[config.mk]
export PLATFORM = sky130hd
export DESIGN_NAME = logic_lab_unit_flat
export DESIGN_NICKNAME = d
export VERILOG_FILES = /design/src/rtl/logic_lab_unit_if.sv /design/src/rtl/logic_lab_unit.sv /design/src/flat_wrapper.sv
export SDC_FILE = /design/constraint.sdc
export NUM_CORES = 1
export LEC_CHECK = 0
export CELL_PAD_IN_SITES_DETAIL_PLACEMENT = 1
export CELL_PAD_IN_SITES_GLOBAL_PLACEMENT = 1
export CORE_UTILIZATION = 30
export DETAILED_ROUTE_END_ITERATION = 7
export GPL_TIMING_DRIVEN = 0
export PLACE_DENSITY_LB_ADDON = 0.1
export SKIP_LAST_GASP = 1
export SLEW_MARGIN = 10
export SYNTH_ARGS = -nofsm -noshare
export SYNTH_HDL_FRONTEND = slang
export SYNTH_SLANG_ARGS = --single-unit
[constraint.sdc]
create_clock -name clk -period 2.5 [get_ports clk]
set_clock_uncertainty 0.2 [all_clocks]
set_input_delay 0.375 -clock clk [delete_from_list [all_inputs] [get_ports clk]]
set_output_delay 0.375 -clock clk [all_outputs]
set_load 0.1 [all_outputs]
[src/rtl/logic_lab_unit_if.sv]
// Switch, button and LED signals of logic_lab_unit; master drives the board inputs, slave is the unit.
interface logic_lab_unit_if #(
    parameter int WIDTH = 4
);
    logic [WIDTH-1:0] sw_a;
    logic [WIDTH-1:0] sw_b;
    logic [2:0]       sw_op;
    logic             btn_go;
    logic [WIDTH-1:0] led_result;
    logic             led_zero;
    logic             led_busy;
    logic             done;
    logic [7:0]       exec_count;

    modport master (
        output sw_a, sw_b, sw_op, btn_go,
        input  led_result, led_zero, led_busy, done, exec_count
    );

    modport slave (
        input  sw_a, sw_b, sw_op, btn_go,
        output led_result, led_zero, led_busy, done, exec_count
    );
endinterface

[src/rtl/logic_lab_unit.sv]
// logic_lab_unit: debounced button evaluates an 8-function bitwise op; result DEBOUNCE_CYCLES+3 clocks after press, once per press.
// No backpressure; define LOGIC_LAB_UNIT_BLINK_EN to blink led_result while the button is held/released (HOLD).
module logic_lab_unit #(
    parameter int WIDTH           = 4,
    parameter int DEBOUNCE_CYCLES = 16,
    parameter int BLINK_CYCLES    = 8
) (
    input  logic            clk,
    input  logic            rst,
    logic_lab_unit_if.slave io
);
    localparam int CW = (DEBOUNCE_CYCLES > 2) ? $clog2(DEBOUNCE_CYCLES) : 1;
    localparam logic [CW-1:0] CNT_LAST = CW'(DEBOUNCE_CYCLES - 1);

    typedef enum logic [1:0] {IDLE, PRESS, EXEC, HOLD} state_t;

    state_t           state_q, state_d;
    logic             sync1_q, btn_s_q;
    logic [CW-1:0]    cnt_q, cnt_d;
    logic [WIDTH-1:0] result_q, result_d;
    logic             zero_q, zero_d;
    logic             done_q, done_d;
    logic [7:0]       count_q, count_d;

    function automatic logic [WIDTH-1:0] alu(input logic [WIDTH-1:0] a,
                                             input logic [WIDTH-1:0] b,
                                             input logic [2:0]       op);
        case (op)
            3'd0:    return a;
            3'd1:    return a | b;
            3'd2:    return a & b;
            3'd3:    return a ^ b;
            3'd4:    return ~a;
            3'd5:    return ~(a | b);
            3'd6:    return ~(a & b);
            default: return ~(a ^ b);
        endcase
    endfunction

    always_comb begin
        state_d  = state_q;
        cnt_d    = cnt_q;
        result_d = result_q;
        zero_d   = zero_q;
        done_d   = 1'b0;
        count_d  = count_q;
        case (state_q)
            IDLE: begin
                if (btn_s_q) begin
                    state_d = PRESS;
                    cnt_d   = '0;
                end
            end
            PRESS: begin
                if (!btn_s_q) begin
                    state_d = IDLE;
                    cnt_d   = '0;
                end else if (cnt_q == CNT_LAST) begin
                    state_d = EXEC;
                    cnt_d   = '0;
                end else begin
                    cnt_d = cnt_q + CW'(1);
                end
            end
            EXEC: begin
                // Switches are read raw here: they are static while the button is in use.
                result_d = alu(io.sw_a, io.sw_b, io.sw_op);
                zero_d   = (alu(io.sw_a, io.sw_b, io.sw_op) == '0);
                done_d   = 1'b1;
                count_d  = (count_q == 8'hFF) ? count_q : count_q + 8'd1;
                state_d  = HOLD;
                cnt_d    = '0;
            end
            HOLD: begin
                if (btn_s_q) begin
                    cnt_d = '0;
                end else if (cnt_q == CNT_LAST) begin
                    state_d = IDLE;
                    cnt_d   = '0;
                end else begin
                    cnt_d = cnt_q + CW'(1);
                end
            end
            default: begin
                state_d = IDLE;
                cnt_d   = '0;
            end
        endcase
    end

`ifdef LOGIC_LAB_UNIT_BLINK_EN
    localparam int BW = (BLINK_CYCLES > 2) ? $clog2(BLINK_CYCLES) : 1;
    localparam logic [BW-1:0] BLINK_LAST = BW'(BLINK_CYCLES - 1);

    logic          phase_q, phase_d;
    logic [BW-1:0] bcnt_q, bcnt_d;

    // Phase restarts solid on every HOLD entry and is forced solid outside HOLD.
    always_comb begin
        phase_d = 1'b1;
        bcnt_d  = '0;
        if (state_q == HOLD && state_d == HOLD) begin
            if (bcnt_q == BLINK_LAST) begin
                phase_d = ~phase_q;
                bcnt_d  = '0;
            end else begin
                phase_d = phase_q;
                bcnt_d  = bcnt_q + BW'(1);
            end
        end
    end

    always_ff @(posedge clk or posedge rst) begin
        if (rst) begin
            phase_q <= 1'b1;
            bcnt_q  <= '0;
        end else begin
            phase_q <= phase_d;
            bcnt_q  <= bcnt_d;
        end
    end

    assign io.led_result = result_q & {WIDTH{phase_q}};
`else
    assign io.led_result = result_q;
`endif

    always_ff @(posedge clk or posedge rst) begin
        if (rst) begin
            state_q  <= IDLE;
            sync1_q  <= 1'b0;
            btn_s_q  <= 1'b0;
            cnt_q    <= '0;
            result_q <= '0;
            zero_q   <= 1'b1;
            done_q   <= 1'b0;
            count_q  <= 8'd0;
        end else begin
            state_q  <= state_d;
            sync1_q  <= io.btn_go;
            btn_s_q  <= sync1_q;
            cnt_q    <= cnt_d;
            result_q <= result_d;
            zero_q   <= zero_d;
            done_q   <= done_d;
            count_q  <= count_d;
        end
    end

    assign io.led_zero   = zero_q;
    assign io.led_busy   = (state_q != IDLE);
    assign io.done       = done_q;
    assign io.exec_count = count_q;
endmodule
[src/flat_wrapper.sv]
// flat-port wrapper written by rule: the top's interface ports become plain ports
module logic_lab_unit_flat 
#(
    parameter int WIDTH           = 4,
    parameter int DEBOUNCE_CYCLES = 16,
    parameter int BLINK_CYCLES    = 8
)
  (clk, rst, io_sw_a, io_sw_b, io_sw_op, io_btn_go, io_led_result, io_led_zero, io_led_busy, io_done, io_exec_count);
  logic_lab_unit_if #(.WIDTH(WIDTH)) io_i ();
  input  logic clk;
  input  logic rst;
  input wire logic [$bits(io_i.sw_a)-1:0] io_sw_a;
  input wire logic [$bits(io_i.sw_b)-1:0] io_sw_b;
  input wire logic [$bits(io_i.sw_op)-1:0] io_sw_op;
  input wire logic [$bits(io_i.btn_go)-1:0] io_btn_go;
  output wire logic [$bits(io_i.led_result)-1:0] io_led_result;
  output wire logic [$bits(io_i.led_zero)-1:0] io_led_zero;
  output wire logic [$bits(io_i.led_busy)-1:0] io_led_busy;
  output wire logic [$bits(io_i.done)-1:0] io_done;
  output wire logic [$bits(io_i.exec_count)-1:0] io_exec_count;
  assign io_i.sw_a = io_sw_a;
  assign io_i.sw_b = io_sw_b;
  assign io_i.sw_op = io_sw_op;
  assign io_i.btn_go = io_btn_go;
  assign io_led_result = io_i.led_result;
  assign io_led_zero = io_i.led_zero;
  assign io_led_busy = io_i.led_busy;
  assign io_done = io_i.done;
  assign io_exec_count = io_i.exec_count;
  logic_lab_unit #(.WIDTH(WIDTH), .DEBOUNCE_CYCLES(DEBOUNCE_CYCLES), .BLINK_CYCLES(BLINK_CYCLES)) u_core (.clk(clk), .rst(rst), .io(io_i));
endmodule
# Word level (Yosys, flattened, before mapping)
# Index checks and enable logic that the tools add are counted.
totals:
  elab_cells: 53
  register_bits: 22
  memories: 0
  latch_bits: 0
  rom_bits: 0
  ram_bits: 0
op_classes:
  n_div: 0
  multipliers: 0
  eq_ne: 15
  add_sub_neg: 2
  order_cmp: 0
  mux: 14
  n_shift: 0
  n_bitwise: 8
  n_reduce_logical: 6
ops:
  columns: ["op", "count"]
  rows:
  - ["4-bit case mux with 7 select lines", 1]
  - ["4-bit 2-to-1 mux", 5]
  - ["4-bit inverter", 4]
  - ["4-bit case mux with 4 select lines", 1]
  - ["2-bit 2-to-1 mux", 5]
  - ["3-bit == test, second input constant", 3]
  - ["8-bit by 1-bit adder with 8-bit output, second input constant", 1]
  - ["8-bit == test, second input constant", 1]
  - ["2-bit case mux with 4 select lines", 1]
  - ["3-bit by 2-bit == test with 1-bit output, second input constant", 2]
  - ["4-bit by 1-bit adder with 4-bit output, second input constant", 1]
  - ["4-bit AND", 1]
  - ["2-bit == test, second input constant", 2]
  - ["4-bit == test, second input constant", 1]
  - ["4-bit logical NOT", 1]
  - ["2-bit by 1-bit != test with 1-bit output, second input constant", 2]
  - ["4-bit bitwise OR", 1]
  - ["4-bit AND reduction", 1]
  - ["4-bit XOR", 1]
  - ["3-bit by 1-bit == test with 1-bit output, second input constant", 1]
  - ["3-bit logical NOT", 1]
  - ["3-bit != test, second input constant", 1]
  - ["2-bit by 1-bit == test with 1-bit output, second input constant", 1]
  - ["2-bit logical NOT", 1]
  - ["5 further kinds", 5]

# Logic depth before layout (Yosys ltp)
# Gate-level depths: netlist of run 1.
logic_depth:
  word_depth: 5
  depth_mapped: 7
  depth_no_buf: 7

# Worst setup path before layout of run 1
# Ideal clock, no wire load.
synth_path:
  path_kind: "reg-to-reg"
  from: "register u_core.count_q[0] (netlist: u_core.io.exec_count[0])"
  to: "register u_core.count_q[5] (netlist: u_core.io.exec_count[5])"
  stages_incl_launch_ff: 7
  arrival_time_ns: 2.040
  period_less_slack_ns: 2.401
  setup_ns: 0.162
  setup_slack_ns: 0.099
  cell_sequence: "dfrtp_1 ha_1 and3_1 a31oi_4 nand4_1 nor2_1 xor2_1"
synth_via:
  elab_chain_cells: 3
  elab_cells_between_ends: 4
  classes_between: "add/sub: 1; eq/ne: 1; bitwise: 1; reduce/logical: 1"
synth_lines:
  columns: ["item", "line", "text"]
  rows:
  - ["from (decl)", "logic_lab_unit.sv:23", "logic [7:0] count_q, count_d;"]
  - ["from (signal assigned)", "logic_lab_unit.sv:146", "count_q <= count_d;"]
  - ["parallel branches: the longest is 3 deep, another holds 8-bit by 1-bit adder with 8-bit output", null, null]
# Several ways; the timed one is not identified.
# A chain may end at the register's enable or synchronous reset.

# Worst setup path after layout of run 1
layout_path:
  from: "register u_core.count_q[3] (netlist: u_core.io.exec_count[3])"
  to: "output io_exec_count[3]"
layout_rtl:
  columns: ["item", "line", "text"]
  rows:
  - ["to (decl)", "flat_wrapper.sv:20", "output wire logic [$bits(io_i.exec_count)-1:0] io_exec_count;"]
# No word-level cell between the ends.

==> results.txt, run 1 <==
number of buffers created by CTS: 3
Post-CTS Hold Buffers: 0
FF-to-FF Start: u_core.io.exec_count[0]
Worst R2R Path Depth: 6
max-slew violations: 0
Post-Syn Area: 1220 sq um
Syn Inst Count: 112
Slew headroom: 0.346
Setup CP Type: reg2out
pwr/cell area: 442 nW/um^2
crit-path max cell delay: 1.16 ns
Final Hold Viols: 0
Leakage: 0.793 nW
peak supply drop: 0.180 mV
vias in the first global route: 978
initial antenna violation count: 0
Final Cell Area: 1610 sq um
Comb pwr share: 0.132
Remaining DRCs: 0
Critical Path Source Type: flip-flop
layout net count: 168
Initial Utilization: 0.322
Reg clk slew, reported paths: 0.08 ns
H-tree Lvls: 1
Final ANT Viol Nets: 0
CTS tree: done
worst reg-to-reg setup slack: 0.49 ns
WHS Endpoint: u_core.btn_s_q
commonest non-fill, non-tap cell in the layout: clkdlybuf4s50_1
IO Pins: 29
DPL Wire Length: 1.97 mm
WL/cell: 12.9 um
Die H: 65.9 um
Avg Inst Size Synth: 10.9 sq um
worst skew pair latency: 0.26 ns
share of post-route cells with drive strength above 1: 0.105
clock tree sinks: 22
Sw Pwr: 0.000163 W
r2r endpoint: u_core.io.exec_count[7]
clk root buf: clkbuf_8
DR vias/cell: 4.70
Core Region: 3800 sq um
worst-margin pin slew: 0.977 ns
worst hold path stage count: 0
Starting DRT DRC Count: 28
Setup Viol. Count Final: 0
clock network power share: 0.353
die area: 4340 sq um
Hold Startpoint: u_core.sync1_q
antenna cell count: 0
sequential area share after synthesis: 0.451
setup_tns: 0 ns
Switching Fraction: 0.229
internal power: 0.000548 W
area grow syn2layout: 31.4%
first-pass GRT wire length: 4.46 mm
Slowest-stage cell, CP: clkdlybuf4s50_1
run status: completed
Max Cap Viol: 0
Data required, critical path: 1.92 ns
I/O Buffers: 27
most frequent cells in the layout: clkdlybuf4s50_1 (23), dfrtp_1 (21), inv_1 (14)
worst-path maximum fanout: 5
Hold Crit Class: reg2reg
Yosys cell types: 27
Cell Chain, Critical Path: clkdlybuf4s50_1
Die X: 65.9 um
Tcrit/Tclk final: 0.964
unrepaired setup endpoints after global routing: no
Worst path top cell family by delay: buffers and inverters
fmax: 415 MHz
Seq pwr share: 0.515
synthesized flop and latch total: 22
Post-CTS Setup Bufs: 0
total track usage: 0.135
synth warn: 0
maximum clock path buffer count: 2
num rows: 22
total gr overflow: 0
min Tclk post-route: 2.41 ns
largest net degree at the start of global routing: 23
routability cong.: 0.671
WP data arrival: 1.83 ns
crit path buf inv count: 1
Net Count, Synth: 136
First-pass DRT Iterations: 2
Post-DP Area: 1550 sq um
vias: 897
DRT Wirelength: 2.47 mm
Crit. End Element: output pin
-- cell families (layout without fill, tap and decap cells) --
logic type,Yosys count,count (layout),share of synthesized area
fa+ha+maj,11,11,0.110
simple gates,29,29,0.114
compound gates,12,12,0.0757
buf+inv,18,49,0.0573
xor+xnor,14,14,0.100
mux,6,6,0.0920
flops,22,22,0.451
-- synthesized netlist by cell type --
library cell / count / share of area
dfrtp_1: 21 / 0.43
inv_1: 14 / 0.043
ha_1: 10 / 0.10
nand2_1: 10 / 0.031
xnor2_1: 8 / 0.057
nor2_1: 6 / 0.018
xor2_1: 6 / 0.043
nand4_1: 5 / 0.026
o21ai_1: 5 / 0.020
mux4_2: 4 / 0.074
and3_1: 3 / 0.015
clkbuf_1: 2 / 0.0061
mux2_2: 2 / 0.018
nand2b_1: 2 / 0.010
nand3_1: 2 / 0.0082
a21oi_1: 1 / 0.0041
a22o_1: 1 / 0.0072
a22oi_1: 1 / 0.0061
a31oi_4: 1 / 0.017
a32o_1: 1 / 0.0082
buf_2: 1 / 0.0041
clkbuf_2: 1 / 0.0041
dfstp_2: 1 / 0.021
maj3_1: 1 / 0.0082
o22ai_1: 1 / 0.0051
o32ai_1: 1 / 0.0072
or2_2: 1 / 0.0051
-- worst max path at each step --
stage | from | to | cells after the start | slack, ns
floorplan | u_core.io.exec_count[0] | u_core.io.exec_count[5] | 6 | 0.1
global placement | io_sw_a[3] | u_core.io.led_zero | 7 | 0.08
detailed placement | io_sw_a[3] | u_core.io.led_zero | 7 | 0.04
CTS | u_core.io.exec_count[2] | io_exec_count[2] | 1 | 0.009
global route | u_core.io.exec_count[0] | io_exec_count[0] | 1 | 0.02
finish | u_core.io.exec_count[3] | io_exec_count[3] | 1 | 0.09
-- stage by stage --
stage	setup WS [ns]	cells	power (W)	hold slack, ns	utilization
after floorplan	0.0986	112	0.000431	0.131	-
after global placement	0.0766	187	0.000466	0.134	0.409
after detailed placement	0.0387	187	0.000471	0.136	0.409
after CTS	0.00852	191	0.000728	0.156	0.423
after global routing	0.0208	191	0.000754	0.170	0.423
final	0.0909	191	0.000711	0.152	0.423
-- what timing repair did --
item / in CTS / in global routing
endpoints found under the setup margin: 3 / 1
hold endpoints to repair: 0 / 0
gates resized for setup: 3 / 1
-- power by group through the flow --
stage	registers (W)	logic, W	clock network, W
2_1_floorplan	0.000372	0.0000600	0
3_3_place_gp	0.000373	0.0000930	0
3_5_place_dp	0.000373	0.0000975	0
4_1_cts	0.000366	0.0000969	0.000265
5_1_grt	0.000367	0.000107	0.000280
6_report	0.000366	0.0000939	0.000251
-- sequential cells by signal, summed over array words and instances, names as in the netlist, named ones only --
| name | cells |
|---|---|
| u_core.io.exec_count | 8 |
| u_core.sync1_q | 1 |
| u_core.cnt_q | 4 |
| u_core.io.done | 1 |
| u_core.btn_s_q | 1 |
| u_core.state_q | 1 |
| u_core.io.led_zero | 1 |
| u_core.io.led_result | 4 |
-- area by class of cell --
| cell class | instances | area, sq um |
|---|---|---|
| buffer | 4 | 17.5 |
| inverter | 14 | 52.6 |
| sequential | 22 | 552 |
| fill | 424 | 2190 |
| tap | 48 | 60.1 |
| clock buffer | 4 | 55.1 |
| multi-input combinational | 72 | 602 |
| timing repair buffer | 27 | 269 |
-- per-layer routing --
metal  global-route usage  wire length, um  vias up  part of all wire
met5                    0                0        -                 0
met4               0.0489               15        0            0.0061
met3               0.0241               86        2             0.035
met2                0.221             1230       16              0.50
met1                0.176             1140      437              0.46
li1                     -                -      442                 -
Power figures use the tool's default switching activity.
==> run 2: changes to the inputs <==
- CELL_PAD_IN_SITES_DETAIL_PLACEMENT: 1 -> not set
- CELL_PAD_IN_SITES_GLOBAL_PLACEMENT: 1 -> not set
- PLACE_DENSITY: not set -> 0.59
- PLACE_DENSITY_LB_ADDON: 0.1 -> not set
==> run 2 against run 1 <==
Effect of this change:
- routed wire length fell by 11%
- power shrank 0.20%
- via count is 1.2% lower
- clock power hardly changed
- utilization hardly changed
- sequential cell count unchanged
- critical path depth unchanged
- fmax shrank 2.0%
- hold slack improved by 0.0037 ns
- die area unchanged
- critical endpoint is now io_exec_count[6]
- highest routed layer unchanged
==> results.txt, run 2 (synthesis gave the netlist of run 1 again) <==
DPL Wire Length: 1.77 mm
worst-margin pin slew: 0.996 ns
WL/cell: 11.5 um
Die X: 65.9 um
Power Total: 0.000710 W
clock network power share: 0.354
I/O Buffers: 27
largest net degree at the start of global routing: 23
number of buffers created by CTS: 3
max-slew violations: 0
DRT Wirelength: 2.20 mm
Crit. End Element: output pin
internal power: 0.000548 W
first-pass GRT wire length: 3.82 mm
Max Cap Viol: 0
vias: 886
min Tclk post-route: 2.46 ns
commonest non-fill, non-tap cell in the layout: clkdlybuf4s50_1
total track usage: 0.115
Sw Pwr: 0.000162 W
Hold Crit Class: reg2reg
Critical Path Source Type: flip-flop
total gr overflow: 0
placed insts: 187
IO Pins: 29
Post-CTS Hold Buffers: 0
layout net count: 168
Tcrit/Tclk final: 0.983
Leakage: 0.788 nW
routability cong.: 0.739
H-tree Lvls: 1
unrepaired setup endpoints after global routing: no
max reg flops: 8
antenna cell count: 0
num rows: 22
Die H: 65.9 um
Initial Utilization: 0.322
vias in the first global route: 883
most frequent cells in the layout: clkdlybuf4s50_1 (24), dfrtp_1 (21), inv_1 (14)
DR vias/cell: 4.64
crit path buf inv count: 1
peak supply drop: 0.201 mV
initial antenna violation count: 0
Final Hold Viols: 0
CTS tree: done
First-pass DRT Iterations: 4
Cell Chain, Critical Path: clkdlybuf4s50_1
Slew headroom: 0.334
fmax: 407 MHz
Switching Fraction: 0.228
clk root buf: clkbuf_8
run status: completed
Reg clk slew, reported paths: 0.08 ns
share of post-route cells with drive strength above 1: 0.105
die area: 4340 sq um
Setup CP Type: reg2out
Comb pwr share: 0.130
clock tree sinks: 22
setup_tns: 0 ns
Starting DRT DRC Count: 20
Data required, critical path: 1.92 ns
Worst path top cell family by delay: buffers and inverters
fin cells: 191
pwr/cell area: 441 nW/um^2
Setup Viol. Count Final: 0
Remaining DRCs: 0
worst skew pair latency: 0.26 ns
Final ANT Viol Nets: 0
Seq pwr share: 0.516
area grow syn2layout: 31.5%
Core Region: 3800 sq um
WP data arrival: 1.88 ns
worst-path maximum fanout: 4
crit-path max cell delay: 1.17 ns
maximum clock path buffer count: 2
Slowest-stage cell, CP: clkdlybuf4s50_1
[run 2: changes by cell type in the layout (fill, tap and decap cells not counted)]
| cell | delta |
|---|---|
| dlygate4sd2_1 | -1 |
| clkdlybuf4s50_1 | +1 |
[run 2: metal layers]
metal  up-vias  routed length, um  track usage  share of wire
li1        440                  -            -              -
met1       429               1020        0.137           0.46
met2        15               1120        0.204           0.51
met3         2                 37       0.0103          0.017
met4         0                 27       0.0571          0.012
met5         -                  0            0              0
[run 2: path summary, 6_finish.rpt]
check,cells after the start,to,start,slack (ns)
max,1,io_exec_count[6],u_core.io.exec_count[6],0.04
min,0,u_core.btn_s_q,u_core.sync1_q,0.16
max reg2reg,6,u_core.io.exec_count[7],u_core.io.exec_count[0],0.51
min reg2reg,0,u_core.btn_s_q,u_core.sync1_q,0.16
max in group asynchronous,2,u_core.io.led_result[0],rst,1.20
min in group asynchronous,2,u_core.io.exec_count[3],rst,0.39
[run 2: power groups by stage]
stage / Combinational [W] / Clock (W) / Sequential, W
final: 0.0000927 / 0.000251 / 0.000366
after detailed placement: 0.0000959 / 0 / 0.000373
after floorplan: 0.0000600 / 0 / 0.000372
after CTS: 0.0000954 / 0.000261 / 0.000366
after global placement: 0.0000914 / 0 / 0.000373
after global routing: 0.000104 / 0.000272 / 0.000367
[run 2: stage by stage]
stage	util	hold WS, ns	instance area, sq um	setup slack, ns
2_1_floorplan	-	0.131	1220	0.0986
3_3_place_gp	0.409	0.141	1550	0.110
3_5_place_dp	0.409	0.140	1550	0.0698
4_1_cts	0.423	0.159	1610	0.0340
5_1_grt	0.424	0.160	1610	0.00288
6_report	0.424	0.156	1610	0.0422
[run 2: area by class of cell]
class                           instances  area [sq um]
Buffer                                  4          17.5
Clock buffer                            4          55.1
Fill cell                             360          2190
Inverter                               14          52.6
Multi-Input combinational cell         72           602
Sequential cell                        22           552
Tap cell                               48          60.1
Timing Repair Buffer                   27           270
[run 2: what timing repair did]
| action | 4_1_cts | 5_1_grt |
|---|---|---|
| endpoints found under the setup margin | 2 | 1 |
| setup buffers | 0 | 0 |
| gates resized for setup | 2 | 1 |
==> run 3: changes to the inputs <==
- RECOVER_POWER: not set -> 100
==> run 3 against run 2 <==
Effect of this change:
- global-route usage stayed put
- power is 0.19% lower
- critical path depth stayed put
- count of clock-buffer cells in the layout stayed put
- hold slack hardly changed
- largest power group unchanged
- highest routed layer unchanged
==> results.txt, run 3 (synthesis gave the netlist of run 1 again) <==
share of post-route cells with drive strength above 1: 0.0979
routability cong.: 0.739
Critical Path Source Type: flip-flop
Remaining DRCs: 0
first-pass GRT wire length: 3.82 mm
Die X: 65.9 um
Final ANT Viol Nets: 0
maximum clock path buffer count: 2
Max Cap Viol: 0
Slew headroom: 0.221
Initial Utilization: 0.322
internal power: 0.000546 W
largest net degree at the start of global routing: 23
Core Region: 3800 sq um
WL/cell: 11.6 um
initial antenna violation count: 0
unrepaired setup endpoints after global routing: no
crit path buf inv count: 1
Reg clk slew, reported paths: 0.08 ns
Comb pwr share: 0.128
Worst path top cell family by delay: buffers and inverters
Data required, critical path: 1.92 ns
DR vias/cell: 4.62
max reg flops: 8
Starting DRT DRC Count: 27
Hold Crit Class: reg2reg
I/O Buffers: 27
max-slew violations: 0
num rows: 22
Final Hold Viols: 0
area grow syn2layout: 28.7%
worst reg-to-reg setup slack: 0.30 ns
commonest non-fill, non-tap cell in the layout: dfrtp_1
total gr overflow: 0
worst skew pair latency: 0.26 ns
worst setup margin: 0.0748 ns
worst-margin pin slew: 1.17 ns
setup_tns: 0 ns
number of buffers created by CTS: 3
IO Pins: 29
fmax: 412 MHz
min Tclk post-route: 2.43 ns
DRT Wirelength: 2.22 mm
crit-path max cell delay: 1.16 ns
antenna cell count: 0
total track usage: 0.115
clock tree sinks: 22
clock network power share: 0.356
layout net count: 168
H-tree Lvls: 1
Sw Pwr: 0.000162 W
Setup Viol. Count Final: 0
Cell Chain, Critical Path: clkdlybuf4s50_1
Crit. End Element: output pin
Seq pwr share: 0.516
First-pass DRT Iterations: 4
Leakage: 0.754 nW
die area: 4340 sq um
peak supply drop: 0.202 mV
vias: 882
Slowest-stage cell, CP: clkdlybuf4s50_1
pwr/cell area: 450 nW/um^2
Switching Fraction: 0.229
Post-CTS Setup Bufs: 0
run status: completed
Setup CP Type: reg2out
worst-path maximum fanout: 5
Tcrit/Tclk final: 0.970
clk root buf: clkbuf_8
vias in the first global route: 883
Die H: 65.9 um
CTS tree: done
WP data arrival: 1.85 ns
DPL Wire Length: 1.77 mm
post-place setup slack: 0.0698 ns
most frequent cells in the layout: dfrtp_1 (21), inv_1 (14), clkdlybuf4s50_1 (14)
run 3: cell types whose count changed in the layout (fill, tap and decap cells not counted):
cell	change
dlymetal6s2s_1	-1
clkbuf_1	+3
o21ai_0	+2
dlygate4sd3_1	+10
a31oi_4	-1
a31oi_1	+1
o21ai_1	-2
clkdlybuf4s50_1	-10
dlygate4sd2_1	-2
run 3: worst paths after layout:
kind,startpoint,end,cells after the start
hold / removal,u_core.sync1_q,u_core.btn_s_q,0
setup / recovery,u_core.io.exec_count[3],io_exec_count[3],1
hold reg to reg,u_core.sync1_q,u_core.btn_s_q,0
min in group asynchronous,rst,u_core.io.exec_count[3],2
setup reg to reg,u_core.io.exec_count[0],u_core.io.exec_count[7],6
max in group asynchronous,rst,u_core.io.led_result[0],2
run 3: through the flow:
stage / power, W / util / hold slack (ns) / std cells / area (sq um)
after global routing: 0.000741 / 0.415 / 0.160 / 191 / 1580
after detailed placement: 0.000469 / 0.409 / 0.140 / 187 / 1550
final: 0.000709 / 0.415 / 0.155 / 191 / 1580
after CTS: 0.000722 / 0.423 / 0.159 / 191 / 1610
after floorplan: 0.000431 / - / 0.131 / 112 / 1220
after global placement: 0.000464 / 0.409 / 0.141 / 187 / 1550
run 3: routing by layer:
metal	vias up	global-route usage	share of wire
met5	-	0	0
met4	0	0.0571	0.012
met3	2	0.0103	0.018
met2	15	0.204	0.50
met1	425	0.137	0.46
li1	440	-	-
run 3: area by class of cell:
cell class,count,area (sq um)
buffer,4,17.5
clock buffer,4,55.1
fill,362,2220
inverter,14,52.6
multi-input combinational,72,587
sequential,22,552
tap,48,60.1
timing repair buffer,27,251
run 3: power groups by stage:
stage	clock (W)	sequential, W	combinational (W)
floorplan	0	0.000372	0.0000600
global placement	0	0.000373	0.0000914
detailed placement	0	0.000373	0.0000959
CTS	0.000261	0.000366	0.0000954
global route	0.000272	0.000367	0.000102
finish	0.000252	0.000366	0.0000905
run 3: worst register-to-register path, cell delays in order, from the launching register on:
cell     delay, ns
dfrtp_1       0.42
ha_1          0.26
and3_1        0.17
a31oi_1       0.45
nand4_1       0.29
nor2_1        0.18
xor2_1        0.16
run 3: repair_timing:
action                                  in CTS  in global routing
resized for setup                            2                  1
endpoints found under the setup margin       2                  1
hold buffers                                 0                  0
